File: src/rtl/mem_pkg.sv
// Shared constants for the memory-bus arbiter: FSM encoding and the full-word byte enable.
package mem_pkg;

  typedef logic [1:0] arb_state_t;

  localparam arb_state_t IDLE   = 2'd0;
  localparam arb_state_t IF_ACT = 2'd1;
  localparam arb_state_t DT_ACT = 2'd2;

  localparam logic [3:0] BE_WORD = 4'hF;

endpackage

File: src/rtl/mem_arb_prio.sv
// Grant select between fetch and data; data wins unless the fetch side has been starved.
module mem_arb_prio (
  input  logic req_if,
  input  logic req_dt,
  input  logic streak_full,
  output logic grant_if,
  output logic grant_dt
);

  always_comb begin
    grant_dt = req_dt & ~(req_if & streak_full);
    grant_if = req_if & ~grant_dt;
  end

endmodule

File: src/rtl/mem_arbiter.sv
// Shares one memory bus between instruction fetch and load/store, holding each granted
// request on the bus until the memory acks it and returning data plus a one-cycle ack.
module mem_arbiter
  import mem_pkg::*;
#(
  parameter int unsigned STARVE_MAX = 4
) (
  input  logic        i_clk,
  input  logic        i_rst_n,
  input  logic        i_clk_ce,
  input  logic        i_if_req,
  input  logic [31:0] i_if_addr,
  output logic [31:0] o_if_data,
  output logic        o_if_ack,
  input  logic        i_dt_req,
  input  logic        i_dt_we,
  input  logic [3:0]  i_dt_be,
  input  logic [31:0] i_dt_addr,
  input  logic [31:0] i_dt_wdata,
  output logic [31:0] o_dt_rdata,
  output logic        o_dt_ack,
  output logic        o_mem_req,
  output logic        o_mem_we,
  output logic [3:0]  o_mem_be,
  output logic [31:0] o_mem_addr,
  output logic [31:0] o_mem_wdata,
  input  logic [31:0] i_mem_rdata,
  input  logic        i_mem_ack,
  output logic        o_hz_mem
);

  localparam logic [3:0] StreakMax = 4'(STARVE_MAX);

  arb_state_t  state_q, state_d;
  logic [3:0]  streak_q, streak_d;
  logic        mem_req_q, mem_req_d;
  logic        mem_we_q, mem_we_d;
  logic [3:0]  mem_be_q, mem_be_d;
  logic [31:0] mem_addr_q, mem_addr_d;
  logic [31:0] mem_wdata_q, mem_wdata_d;
  logic [31:0] if_data_q, if_data_d;
  logic [31:0] dt_rdata_q, dt_rdata_d;
  logic        if_ack_q, if_ack_d;
  logic        dt_ack_q, dt_ack_d;

  logic done, arb_en, req_if, req_dt, grant_if, grant_dt;
  logic unused_addr_bits;

  assign unused_addr_bits = ^{i_if_addr[1:0], i_dt_addr[1:0]};

  assign done   = i_clk_ce & mem_req_q & i_mem_ack;
  assign arb_en = i_clk_ce & ((state_q == IDLE) | done);

  // The owner being completed and a requester still showing its ack must not be re-granted.
  assign req_if = i_if_req & ~if_ack_q & ~(done & (state_q == IF_ACT));
  assign req_dt = i_dt_req & ~dt_ack_q & ~(done & (state_q == DT_ACT));

  mem_arb_prio u_prio (
    .req_if      (req_if),
    .req_dt      (req_dt),
    .streak_full (streak_q == StreakMax),
    .grant_if    (grant_if),
    .grant_dt    (grant_dt)
  );

  always_comb begin
    state_d     = state_q;
    streak_d    = streak_q;
    mem_req_d   = mem_req_q;
    mem_we_d    = mem_we_q;
    mem_be_d    = mem_be_q;
    mem_addr_d  = mem_addr_q;
    mem_wdata_d = mem_wdata_q;
    if_data_d   = if_data_q;
    dt_rdata_d  = dt_rdata_q;
    if_ack_d    = if_ack_q;
    dt_ack_d    = dt_ack_q;

    if (i_clk_ce) begin
      if_ack_d = 1'b0;
      dt_ack_d = 1'b0;
    end

    if (done) begin
      if (state_q == IF_ACT) begin
        if_ack_d  = 1'b1;
        if_data_d = i_mem_rdata;
      end else begin
        dt_ack_d = 1'b1;
        if (!mem_we_q) dt_rdata_d = i_mem_rdata;
      end
      mem_req_d = 1'b0;
      state_d   = IDLE;
    end

    if (arb_en && grant_dt) begin
      state_d     = DT_ACT;
      mem_req_d   = 1'b1;
      mem_we_d    = i_dt_we;
      mem_be_d    = i_dt_we ? i_dt_be : BE_WORD;
      mem_addr_d  = {i_dt_addr[31:2], 2'b00};
      mem_wdata_d = i_dt_wdata;
      if (!req_if)                    streak_d = '0;
      else if (streak_q != StreakMax) streak_d = streak_q + 4'd1;
    end else if (arb_en && grant_if) begin
      state_d     = IF_ACT;
      mem_req_d   = 1'b1;
      mem_we_d    = 1'b0;
      mem_be_d    = BE_WORD;
      mem_addr_d  = {i_if_addr[31:2], 2'b00};
      mem_wdata_d = '0;
      streak_d    = '0;
    end
  end

  always_ff @(posedge i_clk or negedge i_rst_n) begin
    if (!i_rst_n) begin
      state_q     <= IDLE;
      streak_q    <= '0;
      mem_req_q   <= 1'b0;
      mem_we_q    <= 1'b0;
      mem_be_q    <= '0;
      mem_addr_q  <= '0;
      mem_wdata_q <= '0;
      if_data_q   <= '0;
      dt_rdata_q  <= '0;
      if_ack_q    <= 1'b0;
      dt_ack_q    <= 1'b0;
    end else begin
      state_q     <= state_d;
      streak_q    <= streak_d;
      mem_req_q   <= mem_req_d;
      mem_we_q    <= mem_we_d;
      mem_be_q    <= mem_be_d;
      mem_addr_q  <= mem_addr_d;
      mem_wdata_q <= mem_wdata_d;
      if_data_q   <= if_data_d;
      dt_rdata_q  <= dt_rdata_d;
      if_ack_q    <= if_ack_d;
      dt_ack_q    <= dt_ack_d;
    end
  end

  assign o_mem_req   = mem_req_q;
  assign o_mem_we    = mem_we_q;
  assign o_mem_be    = mem_be_q;
  assign o_mem_addr  = mem_addr_q;
  assign o_mem_wdata = mem_wdata_q;
  assign o_if_data   = if_data_q;
  assign o_dt_rdata  = dt_rdata_q;
  assign o_if_ack    = if_ack_q;
  assign o_dt_ack    = dt_ack_q;
  assign o_hz_mem    = i_if_req & ~if_ack_q;

endmodule

File: config.mk
export PLATFORM = sky130hd
export DESIGN_NAME = mem_arbiter
export DESIGN_NICKNAME = d
export VERILOG_FILES = /design/src/rtl/mem_pkg.sv /design/src/rtl/mem_arb_prio.sv /design/src/rtl/mem_arbiter.sv
export SDC_FILE = /design/constraint.sdc
export NUM_CORES = 1
export LEC_CHECK = 0
export ABC_AREA = 1
export BUFFER_PORTS_ARGS = -buffer_cell sky130_fd_sc_hd__buf_2
export CAP_MARGIN = 20
export CORE_ASPECT_RATIO = 0.7
export CORE_MARGIN = 5
export CORE_UTILIZATION = 47
export CTS_CLUSTER_SIZE = 12
export DETAILED_ROUTE_END_ITERATION = 7
export PLACE_DENSITY = 0.89
export SLEW_MARGIN = 15
export SYNTH_ARGS = -nofsm -noshare
export SYNTH_HDL_FRONTEND = slang
export SYNTH_SLANG_ARGS = --single-unit
export TNS_END_PERCENT = 100
File: constraint.sdc
create_clock -name i_clk -period 2.15 [get_ports i_clk]
set_input_delay 0.1075 -clock i_clk [delete_from_list [all_inputs] [get_ports i_clk]]
set_output_delay 0.1075 -clock i_clk [all_outputs]
set_load 0.01 [all_outputs]
[Word level (Yosys, flattened, before mapping)]
Index checks and enable logic that the tools add are counted.
Word-level totals
  memories kept: 0
  logic and storage cells: 71
  latch bits: 0
  memory bits (read-only): 0
  memory bits (writable): 0
  bits in registers: 142
  bits of input ports: 139
Cells by class
  equality and inequality tests: 5
  divide/modulo/power cells: 0
  add/sub/neg operators: 1
  order comparisons: 0
  reduce and logical (&&, ||, !) cells: 8
  muxes and demuxes: 25
  shifts and indexed selects: 0
  bitwise logic cells: 21
  multipliers: 0
Operator list (count)
  32-bit 2-to-1 mux: 4
  4-bit 2-to-1 mux: 7
  1-bit AND: 12
  1-bit 2-to-1 mux: 11
  1-bit inverter: 8
  2-bit 2-to-1 mux: 3
  4-bit by 1-bit adder with 4-bit output (second input constant): 1
  4-bit by 3-bit == test with 1-bit output (second input constant): 1
  4-bit by 3-bit != test with 1-bit output (second input constant): 1
  2-bit AND reduction: 2
  3-bit != test (second input constant): 1
  3-bit AND reduction: 1
  3-bit nonzero test: 1
  2-bit by 1-bit == test with 1-bit output (second input constant): 1
  2-bit == test (second input constant): 1
  1-bit logical AND: 2
  2-bit zero test: 1
  2-bit nonzero test: 1
  1-bit OR: 1

[Logic depth before layout (Yosys ltp)]
  depth in word-level cells: 13
  gate-level depth with buffers: 10
  mapped depth without buffers: 9

[By module]
A second synthesis with hierarchy kept.
Unflattened totals
  cells, all modules: 560
  area, all modules: 5751.8 µm²
Modules (own cells, without submodules)
  mem_arbiter: instances 1, seq. area each 3503.4 µm², area an instance 5724.2 µm², cells each 556
  mem_arb_prio: instances 1, seq. area each 0.0 µm², area an instance 27.5 µm², cells each 4

[Worst setup path after synthesis]
OpenSTA, ideal clock, no wires.
  path type: register -> register
  from: register if_ack_q, in the netlist o_if_ack
  to: register mem_we_q, in the netlist o_mem_we
  setup time: 76 ps
  data required time: 2074 ps
  stages on the path, launching flop included: 7
  path buffers: 1
  period minus slack after synthesis: 1604 ps
  data arrival time: 1527 ps
  setup slack: 546 ps
  path through: dfrtp_1 -> nor2_1 -> nand3_4 -> nand3_4 -> clkbuf_1 -> nand3_1 -> o21ai_1
Between the ends
  word-level cells in the longest chain between the ends: 10
RTL lines
  from (decl): RTL line mem_arbiter.sv:43  | logic if_ack_q, if_ack_d;
  from (signal assigned): RTL line mem_arbiter.sv:139  | if_ack_q <= if_ack_d;
  1-bit inverter (*)
  1-bit AND (*)
  named net o_hz_mem: RTL line mem_arbiter.sv:29  | output logic o_hz_mem
  1-bit AND (*): RTL line mem_arbiter.sv:55  | assign req_if = i_if_req & ~if_ack_q & ~(done & (state_q == IF_ACT));
  1-bit AND: RTL line mem_arb_prio.sv:11  | grant_dt = req_dt & ~(req_if & streak_full);
  1-bit inverter: RTL line mem_arb_prio.sv:11
  1-bit AND: RTL line mem_arb_prio.sv:11
  1-bit inverter: RTL line mem_arb_prio.sv:12  | grant_if = req_if & ~grant_dt;
  1-bit AND: RTL line mem_arb_prio.sv:12
  1-bit logical AND: RTL line mem_arbiter.sv:105  | end else if (arb_en && grant_if) begin
  2-bit nonzero test (no line)
  to (signal assigned): RTL line mem_arbiter.sv:133  | mem_we_q <= mem_we_d;
  to (decl): RTL line mem_arbiter.sv:37  | logic mem_we_q, mem_we_d;
The timed path passes the listed nets; every way through them passes the cells marked *.
A chain may end at the register's enable or synchronous reset.

[Worst setup path after layout]
  from: register state_q[1]
  to: register mem_wdata_q[19], in the netlist o_mem_wdata[19]
Between the ends
  word-level cells in the longest chain between the ends: 11
RTL lines
  from (decl): RTL line mem_arbiter.sv:34  | arb_state_t state_q, state_d;
  from (signal assigned): RTL line mem_arbiter.sv:130  | state_q <= state_d;
  2-bit by 1-bit == test with 1-bit output: RTL line mem_arbiter.sv:55
  1-bit AND: RTL line mem_arbiter.sv:55
  1-bit inverter: RTL line mem_arbiter.sv:55
  1-bit AND: RTL line mem_arbiter.sv:55
  1-bit AND: RTL line mem_arb_prio.sv:11
  1-bit inverter: RTL line mem_arb_prio.sv:11
  1-bit AND: RTL line mem_arb_prio.sv:11
  1-bit inverter: RTL line mem_arb_prio.sv:12
  1-bit AND: RTL line mem_arb_prio.sv:12
  1-bit logical AND: RTL line mem_arbiter.sv:105
  2-bit nonzero test (no line)
  to (signal assigned): RTL line mem_arbiter.sv:136  | mem_wdata_q <= mem_wdata_d;
  to (decl): RTL line mem_arbiter.sv:40  | logic [31:0] mem_wdata_q, mem_wdata_d;
Several ways; a longest one is shown, not always the timed one.

==> metrics.txt <==
worst reg-to-reg path cell count 7; I/O Pins about 280; combinational share of power between 30% and 40%; starting density of the core 47.5%; final slew viol count 0; Critical Path, Cell by Cell nor2_2 > nand2_4 > nand3_4 > nand3_4 > inv_4 > nand2_1 > nand2_1; RSZ-0062 raised after global routing false; IO Port Bufs roughly 270; register area share after synthesis roughly 57%; # DRC 0; Slew Limit Headroom around two thirds; HPWL Detailed around 13 mm; Max Fclk about 510 MHz; Min-Delay Startpoint i_dt_be[2]; Final Util a little under three quarters; cts bufs inserted 17; Post CTS Setup Buffer Count 0; largest net degree at the start of global routing between 60 and 70; CP max FO 32; Hold WS approximately 29 ps; Sum Neg Setup Slack 0 ps; Sw Share around two fifths; WL/cell between 15 and 20 um; via/cell ratio 5.17; Num Clock Sinks 140; Synth Instances between 700 and 800; DR pass1 iterations 5; clock slew at reported path FFs roughly 70 ps; CP Data Arrival Time about 2300 ps; Post-Synthesis Cell Area just over 6000 sq um; GR Overflow Total 0; Req. time, crit path roughly 2500 ps; antenna cells 0; Final Setup Violations 0; Pwr Density 1330 nW/um^2; Worst Setup EP o_mem_wdata[19]; crit path buf inv count 1; actual slew at the worst max-slew pin ~520 ps; Clk pwr share 24.6%; Crit path largest cell delay approximately 440 ps; Routability Congestion 0.804; routed vias between 6000 and 7000; Max-cap violations 0; row count 35; Reg power frac ~37%; Critical-path top delay cell dfrtp_1; layout cell share with drive strength beyond 1 30.3%; crit path launch state_q[1]; Die Y 106 um; clock buffer depth 2; core area ~13000 sq um; outcome finished, final reports clean; final hold violations 0; worst reg-to-reg setup slack 190 ps; initial antenna violation count 1; layout net count 1232; Total Wirelength approximately 21 mm; Ys Warns 0; maximum vdd drop around 0.74 mV; die width 147 um; LEAKAGE about 5.2 nW; first-pass GRT wire length about 34 mm; Critical Path End Type register; CP top delay family simple AND/OR/NAND/NOR gates; NetSw ~4.8 mW; Die ar. about 16000 sq um; TritonCTS clock tree done; Antenna Nets Post-Route 0; Yosys cell types 27; Avg Cell Area, Syn between 8 and 9 sq um; clock root buffer clkbuf_16; DR iter-0 viols about 460; vias in the first global route approximately 6700; clock skew ~11 ps; clock latency on the worst-skew pair ~410 ps; Area Overhead vs Synth 50.5%; # fillers 907; fin crit period roughly 2000 ps; origin of the critical flop-to-flop path state_q[1]; PnR worst setup slack between 150 and 200 ps; Internal between 7 and 8 mW; r2r endpoint o_mem_wdata[19]; startpoint types register; final worst-path cycle share 91.1%; pre-CTS setup slack roughly 85 ps; GRT Util Overall a little over a quarter; Hold WC Path Type input port to register; synthesized flop and latch total between 100 and 150; htree depth 4; Crit Path Class register to register; Critical Path Stages 7
-- cell type report --
class	count	area [sq um]	share of cell area, %
clock buffer	18	439	4.73
clock inverter	14	179	1.93
inverter	75	284	3.06
multi-input combinational	474	2170	23.3
sequential	140	3500	37.7
tap	166	208	2.23
timing repair buffer	383	2510	27.0
-- stage by stage --
stage | cell area [sq um] | total power [mW] | cells
after global routing | 9290 | 13.2 | 1270
after floorplan | 6180 | 7.01 | 737
after CTS | 9290 | 12.3 | 1270
after global placement | 7710 | 8.87 | 1142
final | 9290 | 12.4 | 1270
after detailed placement | 7710 | 9.09 | 1142
-- timing repair --
| item | in CTS | in global routing |
|---|---|---|
| endpoints found under the hold margin | 178 | 0 |
| resized for setup | 0 | 2 |
| endpoints found under the setup margin | 0 | 32 |
| hold buffers | 96 | 0 |
-- worst reg2reg max path, delay by kind of cell, from the launching register on --
kind                   cells  cell delay [ps]
buffers and inverters      1              350
DFF                        1              440
and+or+nand+nor            6             1100
-- cells in the final DEF, fill, tap and decap left out, drive strengths merged --
cell,count
buf,287
bufinv,2
clkbuf,18
clkinv,4
clkinvlp,1
conb,2
dfrtp,140
dlygate4sd3,96
ha,2
inv,82
nand2,248
nand3,103
nand4,34
nor2,41
nor3,1
o211ai,1
o21ai,39
o22ai,1
xor2,2
-- flip-flops by register name, summed over array words and instances (netlist names) --
name         flops
o_dt_ack         1
o_dt_rdata      32
o_if_ack         1
o_if_data       32
o_mem_addr      30
o_mem_be         4
o_mem_req        1
o_mem_wdata     32
o_mem_we         1
state_q          2
streak_q         4
-- metal layers --
| metal | vias to the layer above | part of all wire [%] | GRT usage (%) |
|---|---|---|---|
| li1 | 3036 | - | - |
| met1 | 3071 | 38 | 33.2 |
| met4 | 2 | 4.0 | 12.7 |
| met5 | - | 0.034 | 0 |
| met3 | 69 | 9.0 | 8.14 |
| met2 | 394 | 49 | 43.5 |
-- power groups by stage --
stage	combinational [mW]	clock [mW]	sequential [mW]
2_1_floorplan	1.88	0	5.13
3_3_place_gp	4.35	0	4.53
3_5_place_dp	4.52	0	4.57
4_1_cts	4.65	3.09	4.56
5_1_grt	5.21	3.23	4.75
6_report	4.72	3.04	4.60
-- kinds of logic (layout without fill, tap and decap cells) --
group,after synthesis,in the layout,synth area share (%)
flops,140,140,56.7
simple gates,427,427,30.6
compound gates,41,41,3.57
xor+xnor,2,2,0.284
buf+inv,123,490,8.31
other cells,1,2,0.0607
fa+ha+maj,2,2,0.405
-- cells in the mapped netlist, drive strengths merged --
master | count | area share [%]
conb | 1 | 0.061
dfrtp | 140 | 57
nand3 | 103 | 8.9
ha | 2 | 0.41
buf | 29 | 2.6
nor3 | 1 | 0.26
o21ai | 39 | 3.3
nand4 | 34 | 3.4
inv | 75 | 4.6
clkbuf | 19 | 1.2
o22ai | 1 | 0.10
o211ai | 1 | 0.12
xor2 | 2 | 0.28
nor2 | 41 | 2.8
nand2 | 248 | 15
-- worst min path at each step --
stage / slack, ps / endpoint / depth (start not counted)
after detailed placement: 100 / o_if_data[26] / 1
after floorplan: -190 / o_dt_ack / 0
after CTS: 10 / o_mem_be[2] / 5
after global placement: 100 / o_dt_rdata[26] / 1
after global routing: 20 / o_mem_addr[18] / 5
final: 30 / o_mem_be[2] / 5
(Power assumes the default switching activity.)
